**config.mk**
```make
export PLATFORM = sky130hd
export DESIGN_NAME = multi_stage_lock
export DESIGN_NICKNAME = d
export VERILOG_FILES = /design/src/rtl/multi_stage_lock_pkg.sv /design/src/rtl/multi_stage_lock_button_debounce.sv /design/src/rtl/multi_stage_lock.sv
export SDC_FILE = /design/constraint.sdc
export NUM_CORES = 1
export LEC_CHECK = 0
export CELL_PAD_IN_SITES_DETAIL_PLACEMENT = 1
export CELL_PAD_IN_SITES_GLOBAL_PLACEMENT = 2
export CORE_MARGIN = 5
export CORE_UTILIZATION = 35
export CTS_BUF_LIST = sky130_fd_sc_hd__clkbuf_16
export DETAILED_ROUTE_END_ITERATION = 7
export PLACE_DENSITY = 0.75
export REMOVE_ABC_BUFFERS = 1
export SLEW_MARGIN = 0
export SYNTH_ARGS = -nofsm -noshare
export SYNTH_HDL_FRONTEND = slang
export SYNTH_SLANG_ARGS = --single-unit
```
**constraint.sdc**
```tcl
create_clock -name Clk -period 2.6 [get_ports Clk]
set_input_delay 0.52 -clock Clk [delete_from_list [all_inputs] [get_ports Clk]]
set_output_delay 0.52 -clock Clk [all_outputs]
set_load 0.02 [all_outputs]
```
**src/rtl/multi_stage_lock_pkg.sv**
```systemverilog
// Shared state encoding and 7-segment patterns for the multi-stage password lock.
package multi_stage_lock_pkg;

  typedef enum logic [1:0] {
    LOCKED  = 2'd0,
    OPEN    = 2'd1,
    LOCKOUT = 2'd2
  } lock_state_t;

  localparam logic [8:0] SEG_LOCKED  = 9'h039;
  localparam logic [8:0] SEG_OPEN    = 9'h03f;
  localparam logic [8:0] SEG_LOCKOUT = 9'h038;

  function automatic int unsigned idx_width(input int unsigned n);
    return (n > 1) ? $clog2(n) : 1;
  endfunction

endpackage

```
**src/rtl/multi_stage_lock_button_debounce.sv**
```systemverilog
// Active-low button conditioner: 2-flop synchroniser, stable-level filter and
// a one-cycle pulse on each accepted press (debounced 1->0).
module button_debounce #(
  parameter logic [19:0] DEB_CYCLES = 20'd500000
) (
  input  logic Clk,
  input  logic Rst_n,
  input  logic Btn_Raw,
  output logic Btn_Level,
  output logic Press_Pulse
);

  logic        sync1;
  logic        sync2;
  logic [19:0] cnt;

  always_ff @(posedge Clk or negedge Rst_n) begin
    if (!Rst_n) begin
      sync1       <= 1'b1;
      sync2       <= 1'b1;
      Btn_Level   <= 1'b1;
      cnt         <= '0;
      Press_Pulse <= 1'b0;
    end else begin
      sync1       <= Btn_Raw;
      sync2       <= sync1;
      Press_Pulse <= 1'b0;
      // Level flips on the DEB_CYCLES-th consecutive differing sample.
      if (sync2 == Btn_Level) begin
        cnt <= '0;
      end else if (cnt == DEB_CYCLES - 20'd1) begin
        Btn_Level   <= sync2;
        cnt         <= '0;
        Press_Pulse <= ~sync2;
      end else begin
        cnt <= cnt + 20'd1;
      end
    end
  end

endmodule

```
**src/rtl/multi_stage_lock.sv**
```systemverilog
// N-stage password lock with debounced confirm/relock buttons, wrong-attempt
// lockout and optional auto-relock, driving progress LEDs and one 7-seg digit.
module multi_stage_lock
  import multi_stage_lock_pkg::*;
#(
  parameter int unsigned                N_STAGES    = 2,
  parameter int unsigned                KEY_W       = 4,
  parameter logic [N_STAGES*KEY_W-1:0]  PASSWORDS   = 8'h5A,
  parameter logic [19:0]                DEB_CYCLES  = 20'd500000,
  parameter int unsigned                MAX_FAIL    = 3,
  parameter logic [31:0]                LOCKOUT_CYC = 32'd50000000,
  parameter logic [31:0]                OPEN_CYC    = 32'd0
) (
  input  logic                Clk,
  input  logic                Rst_n,
  input  logic [KEY_W-1:0]    Key,
  input  logic                Button,
  input  logic                Button_Rl,
  output logic [N_STAGES-1:0] LED,
  output logic [8:0]          Seg_Led,
  output logic                Opened
);

  localparam int unsigned    IW        = idx_width(N_STAGES);
  localparam int unsigned    FW        = $clog2(MAX_FAIL + 1);
  localparam logic [IW-1:0]  LAST_IDX  = IW'(N_STAGES - 1);
  localparam logic [FW-1:0]  FAIL_MAX  = FW'(MAX_FAIL);
  localparam logic [FW-1:0]  FAIL_LAST = FW'(MAX_FAIL - 1);

  logic [1:0]       rst_pipe;
  logic             rst_n_int;
  logic             conf_level, conf_pulse, rl_level, rl_pulse;
  logic             confirm, relock;
  logic [KEY_W-1:0] code_sel;
  lock_state_t      state;
  logic [IW-1:0]    idx;
  logic [FW-1:0]    fail_cnt;
  logic [31:0]      timer;

  // Asynchronous assert, synchronous release for everything downstream.
  always_ff @(posedge Clk or negedge Rst_n) begin
    if (!Rst_n) rst_pipe <= '0;
    else        rst_pipe <= {rst_pipe[0], 1'b1};
  end
  assign rst_n_int = rst_pipe[1];

  button_debounce #(.DEB_CYCLES(DEB_CYCLES)) u_conf_deb (
    .Clk(Clk), .Rst_n(rst_n_int), .Btn_Raw(Button),
    .Btn_Level(conf_level), .Press_Pulse(conf_pulse)
  );

  button_debounce #(.DEB_CYCLES(DEB_CYCLES)) u_rl_deb (
    .Clk(Clk), .Rst_n(rst_n_int), .Btn_Raw(Button_Rl),
    .Btn_Level(rl_level), .Press_Pulse(rl_pulse)
  );

  assign confirm = conf_pulse & ~conf_level;
  assign relock  = rl_pulse & ~rl_level;

  always_comb begin
    code_sel = '0;
    for (int unsigned i = 0; i < N_STAGES; i++) begin
      if (idx == IW'(i)) code_sel = PASSWORDS[i*KEY_W +: KEY_W];
    end
  end

  always_ff @(posedge Clk or negedge rst_n_int) begin
    if (!rst_n_int) begin
      state    <= LOCKED;
      idx      <= '0;
      fail_cnt <= '0;
      timer    <= '0;
      LED      <= '1;
      Seg_Led  <= SEG_LOCKED;
      Opened   <= 1'b0;
    end else begin
      case (state)
        LOCKED: begin
          if (relock) begin
            idx <= '0;
            LED <= '1;
          end else if (confirm) begin
            if (Key == code_sel) begin
              if (idx == LAST_IDX) begin
                state    <= OPEN;
                LED      <= '0;
                fail_cnt <= '0;
                timer    <= OPEN_CYC;
                Seg_Led  <= SEG_OPEN;
                Opened   <= 1'b1;
              end else begin
                idx      <= idx + 1'b1;
                LED[idx] <= 1'b0;
              end
            end else begin
              idx <= '0;
              LED <= '1;
              if (fail_cnt != FAIL_MAX) fail_cnt <= fail_cnt + 1'b1;
              if (fail_cnt == FAIL_LAST) begin
                state   <= LOCKOUT;
                timer   <= LOCKOUT_CYC;
                Seg_Led <= SEG_LOCKOUT;
              end
            end
          end
        end
        OPEN: begin
          if (relock || (OPEN_CYC != 32'd0 && timer == 32'd1)) begin
            state   <= LOCKED;
            idx     <= '0;
            LED     <= '1;
            timer   <= '0;
            Seg_Led <= SEG_LOCKED;
            Opened  <= 1'b0;
          end else if (timer != 32'd0) begin
            timer <= timer - 32'd1;
          end
        end
        LOCKOUT: begin
          if (timer <= 32'd1) begin
            state    <= LOCKED;
            idx      <= '0;
            fail_cnt <= '0;
            timer    <= '0;
            LED      <= '1;
            Seg_Led  <= SEG_LOCKED;
          end else begin
            timer <= timer - 32'd1;
          end
        end
        default: state <= LOCKED;
      endcase
    end
  end

endmodule
```
==> metrics.csv <==
metric;value;unit
rows;43;
dp_hpwl;8730;µm
cts_root_buf;clkbuf_16;
die_w;128;µm
die_y;128;µm
first_global_vias;4223;
period_minus_slack;2.51;ns
drt-initial-drc-count;151;
synth_compound_area_share;13.7;%
skew;0.00890;ns
areaGrowthSynthToFinish;17.7;%
synth_top_area_share;42.7;%
critPathMaxFanout;5;
relSlewSlack;22.3;%
tns;0;ns
drt_wl_total;12200;µm
synth-xor-area-share;6.12;%
die_area;16400;µm²
ys_seq_elements;92;
via_per_inst;5.28;
worst_pin_slew;1.16;ns
yosys.area_share.simple;23.5;%
ys_warn_count;0;
antenna_found_initial;0;
num_antenna_cells;0;
crit_slowest_cell;or4_4;
ant_nets;0;
drt_pre_antenna_iters;4;
hold_viol_final;0;
synthTopCellsByArea;dfrtp_1, nor2_1, dfstp_2;
whs;0.285;ns
cts_tree;built;
synth_top_family_by_area;simple AND/OR/NAND/NOR gates;
maxCapViolCount;0;
r2r_start;timer[16];
avgSynthCellArea;9.38;µm²
syn_inst;519;
grt_max_degree;38;
timing.fmax;398;MHz
ys_types;59;
critPathTopFamily;simple AND/OR/NAND/NOR gates;
insertion_delay;0.34;ns
status;complete, no violations;
numPortBuffers;13;
synth-edff-count;0;
yosys-mux-area-fraction;1.34;%
finalSetupViolations;0;
p_per_area;998;nW/µm²
gp_congestion;0.793;
start_util;35.3;%
cts_made_buffers;9;
yosysSeqAreaShare;47.5;%
gr-total-overflow;0;
crit_type;flip-flop to flip-flop;
drc;0;
hold_class;flip-flop to async pin;
layout-drive-gt1-share;13.6;%
async_flop_share;100;%
crit_chain;or4_4 -> nand4b_4 -> buf_4 -> o41ai_4 -> buf_4 -> nand3_1 -> mux2_1;
cp_num_buf_inv;2;
crit_start;timer[16];
cp-end-kind;flip-flop;
peakVddDrop;0.000365;V
ctsHoldBuffers;0;
yosysTopAreaCell;dfrtp_1;
layout.nets;579;
grt_pass1_wl;20900;µm
p_leak;0.00247;µW
worst_ep_required_time;2.83;ns
cts.sinks;92;
synth_area;4870;µm²
period_share;96.7;%
synth_fa_ha_area_share;2.83;%
cp_common_cell;buf_4;
power;5710;µW
post_drt_wl_per_cell;16.4;µm
yosysMostFrequentCell;dfrtp_1;
final_util;41.6;%
coreArea;13800;µm²
via_count;3931;
htreeDepth;3;
ys.flop_type;dfrtp_1;
clk_path_buf_depth;2;
crit_arrival;2.74;ns
clkTransAtPathRegs;0.07;ns
track_usage;15.7;%
synthTopCellsByCount;dfrtp_1, nor2_1, nand2_1;
ios;20;
slew_viol_final;0;
slowest_delay;0.55;ns
cp-start-kind;flip-flop;
[metrics by stage]
step / worst slack, ns / instance area (µm²) / instances
after floorplan: -0.215 / 4760 / 501
after global placement: -0.116 / 5410 / 728
after detailed placement: -0.187 / 5410 / 728
after CTS: 0.0367 / 5690 / 744
after global routing: -0.0211 / 5730 / 745
final: 0.0865 / 5730 / 745
[cell families (layout without fill, tap and decap cells)]
kind of cell | Yosys count | after routing
AOI/OAI and AO/OA | 104 | 104
xor gates and xnor gates | 34 | 34
adders and majority gates | 11 | 11
buffers and inverters | 52 | 93
DFF | 92 | 92
muxes | 6 | 6
other | 2 | 7
and+or+nand+nor | 218 | 218
[flip-flops by register name, indices dropped and copies added, names as in the netlist, 2 cells and up]
| signal | count |
|---|---|
| rst_pipe | 2 |
| LED | 2 |
| fail_cnt | 2 |
| u_rl_deb.cnt | 20 |
| u_conf_deb.cnt | 20 |
| state | 2 |
| Seg_Led | 2 |
| timer | 32 |
[path summary, 6_finish.rpt]
path	to	slack, ns	depth (start not counted)
min	timer[16]	0.29	0
max	idx	0.09	7
min in group Clk	rst_pipe[1]	0.35	0
min reg2reg	timer[16]	0.29	0
max in group asynchronous	LED[0]	1.60	1
max reg2reg	idx	0.09	7
[routing by layer]
| metal | vias to the layer above | GRT usage [%] | routed length, µm |
|---|---|---|---|
| li1 | 1913 | - | - |
| met1 | 1976 | 20.8 | 5890 |
| met2 | 30 | 26.1 | 5940 |
| met3 | 12 | 3.04 | 220 |
| met4 | 0 | 4.62 | 153 |
| met5 | - | 0 | 0 |
[power by group]
part	internal, µW	switching [µW]	total [µW]
Sequential	1680	237	1910
Clock	645	573	1220
Combinational	1080	1500	2580
Total	3400	2310	5710
[worst reg2reg max path, stage by stage, from the launching register on]
cell	delay, ns
dfrtp_1	0.39
or4_4	0.55
nand4b_4	0.21
buf_4	0.19
o41ai_4	0.38
buf_4	0.18
nand3_1	0.15
mux2_1	0.35
[repair_timing]
item                       in CTS  in global routing
setup endpoints to repair       2                 22
setup buffers                   0                  1
pin swaps                       0                  2
gates cloned                    0                  0
resized for setup               2                  3
[layout make-up]
| type | instances | area [µm²] |
|---|---|---|
| repair buffers | 48 | 430 |
| fillers | 1631 | 8050 |
| flip-flops and latches | 92 | 2320 |
| multi-input cells | 380 | 2380 |
| well taps | 180 | 225 |
| clock inverters | 7 | 42.5 |
| inverters | 29 | 109 |
| clock buffers | 9 | 225 |
[cells in the final DEF (no fill, tap or decap), types with 3 or more instances in the layout]
cell type,synthesis,routed
nand2_1,39,39
xor2_1,20,20
conb_1,2,7
nor2_1,67,67
buf_4,7,32
and3b_1,3,3
xnor2_1,14,14
a22o_1,9,9
dfrtp_1,83,82
o21ai_1,9,9
inv_1,29,31
nor4b_1,5,5
or3_1,10,8
o21ai_0,20,20
ha_1,11,11
nand4_1,12,12
dfstp_2,9,9
o31ai_1,3,3
nand3_1,21,21
nor3_1,16,16
and2_1,4,4
a31oi_1,5,5
nand2b_1,3,3
or2_2,3,3
and3_1,3,3
clkbuf_16,0,9
nor2b_1,4,4
o22ai_1,13,13
o2bb2ai_1,3,3
nor4_1,12,11
buf_12,0,3
clkdlybuf4s50_1,0,13
or4_1,4,4
a21o_1,6,6
a21oi_1,24,24
No activity file was read; power rests on OpenSTA's default activity.
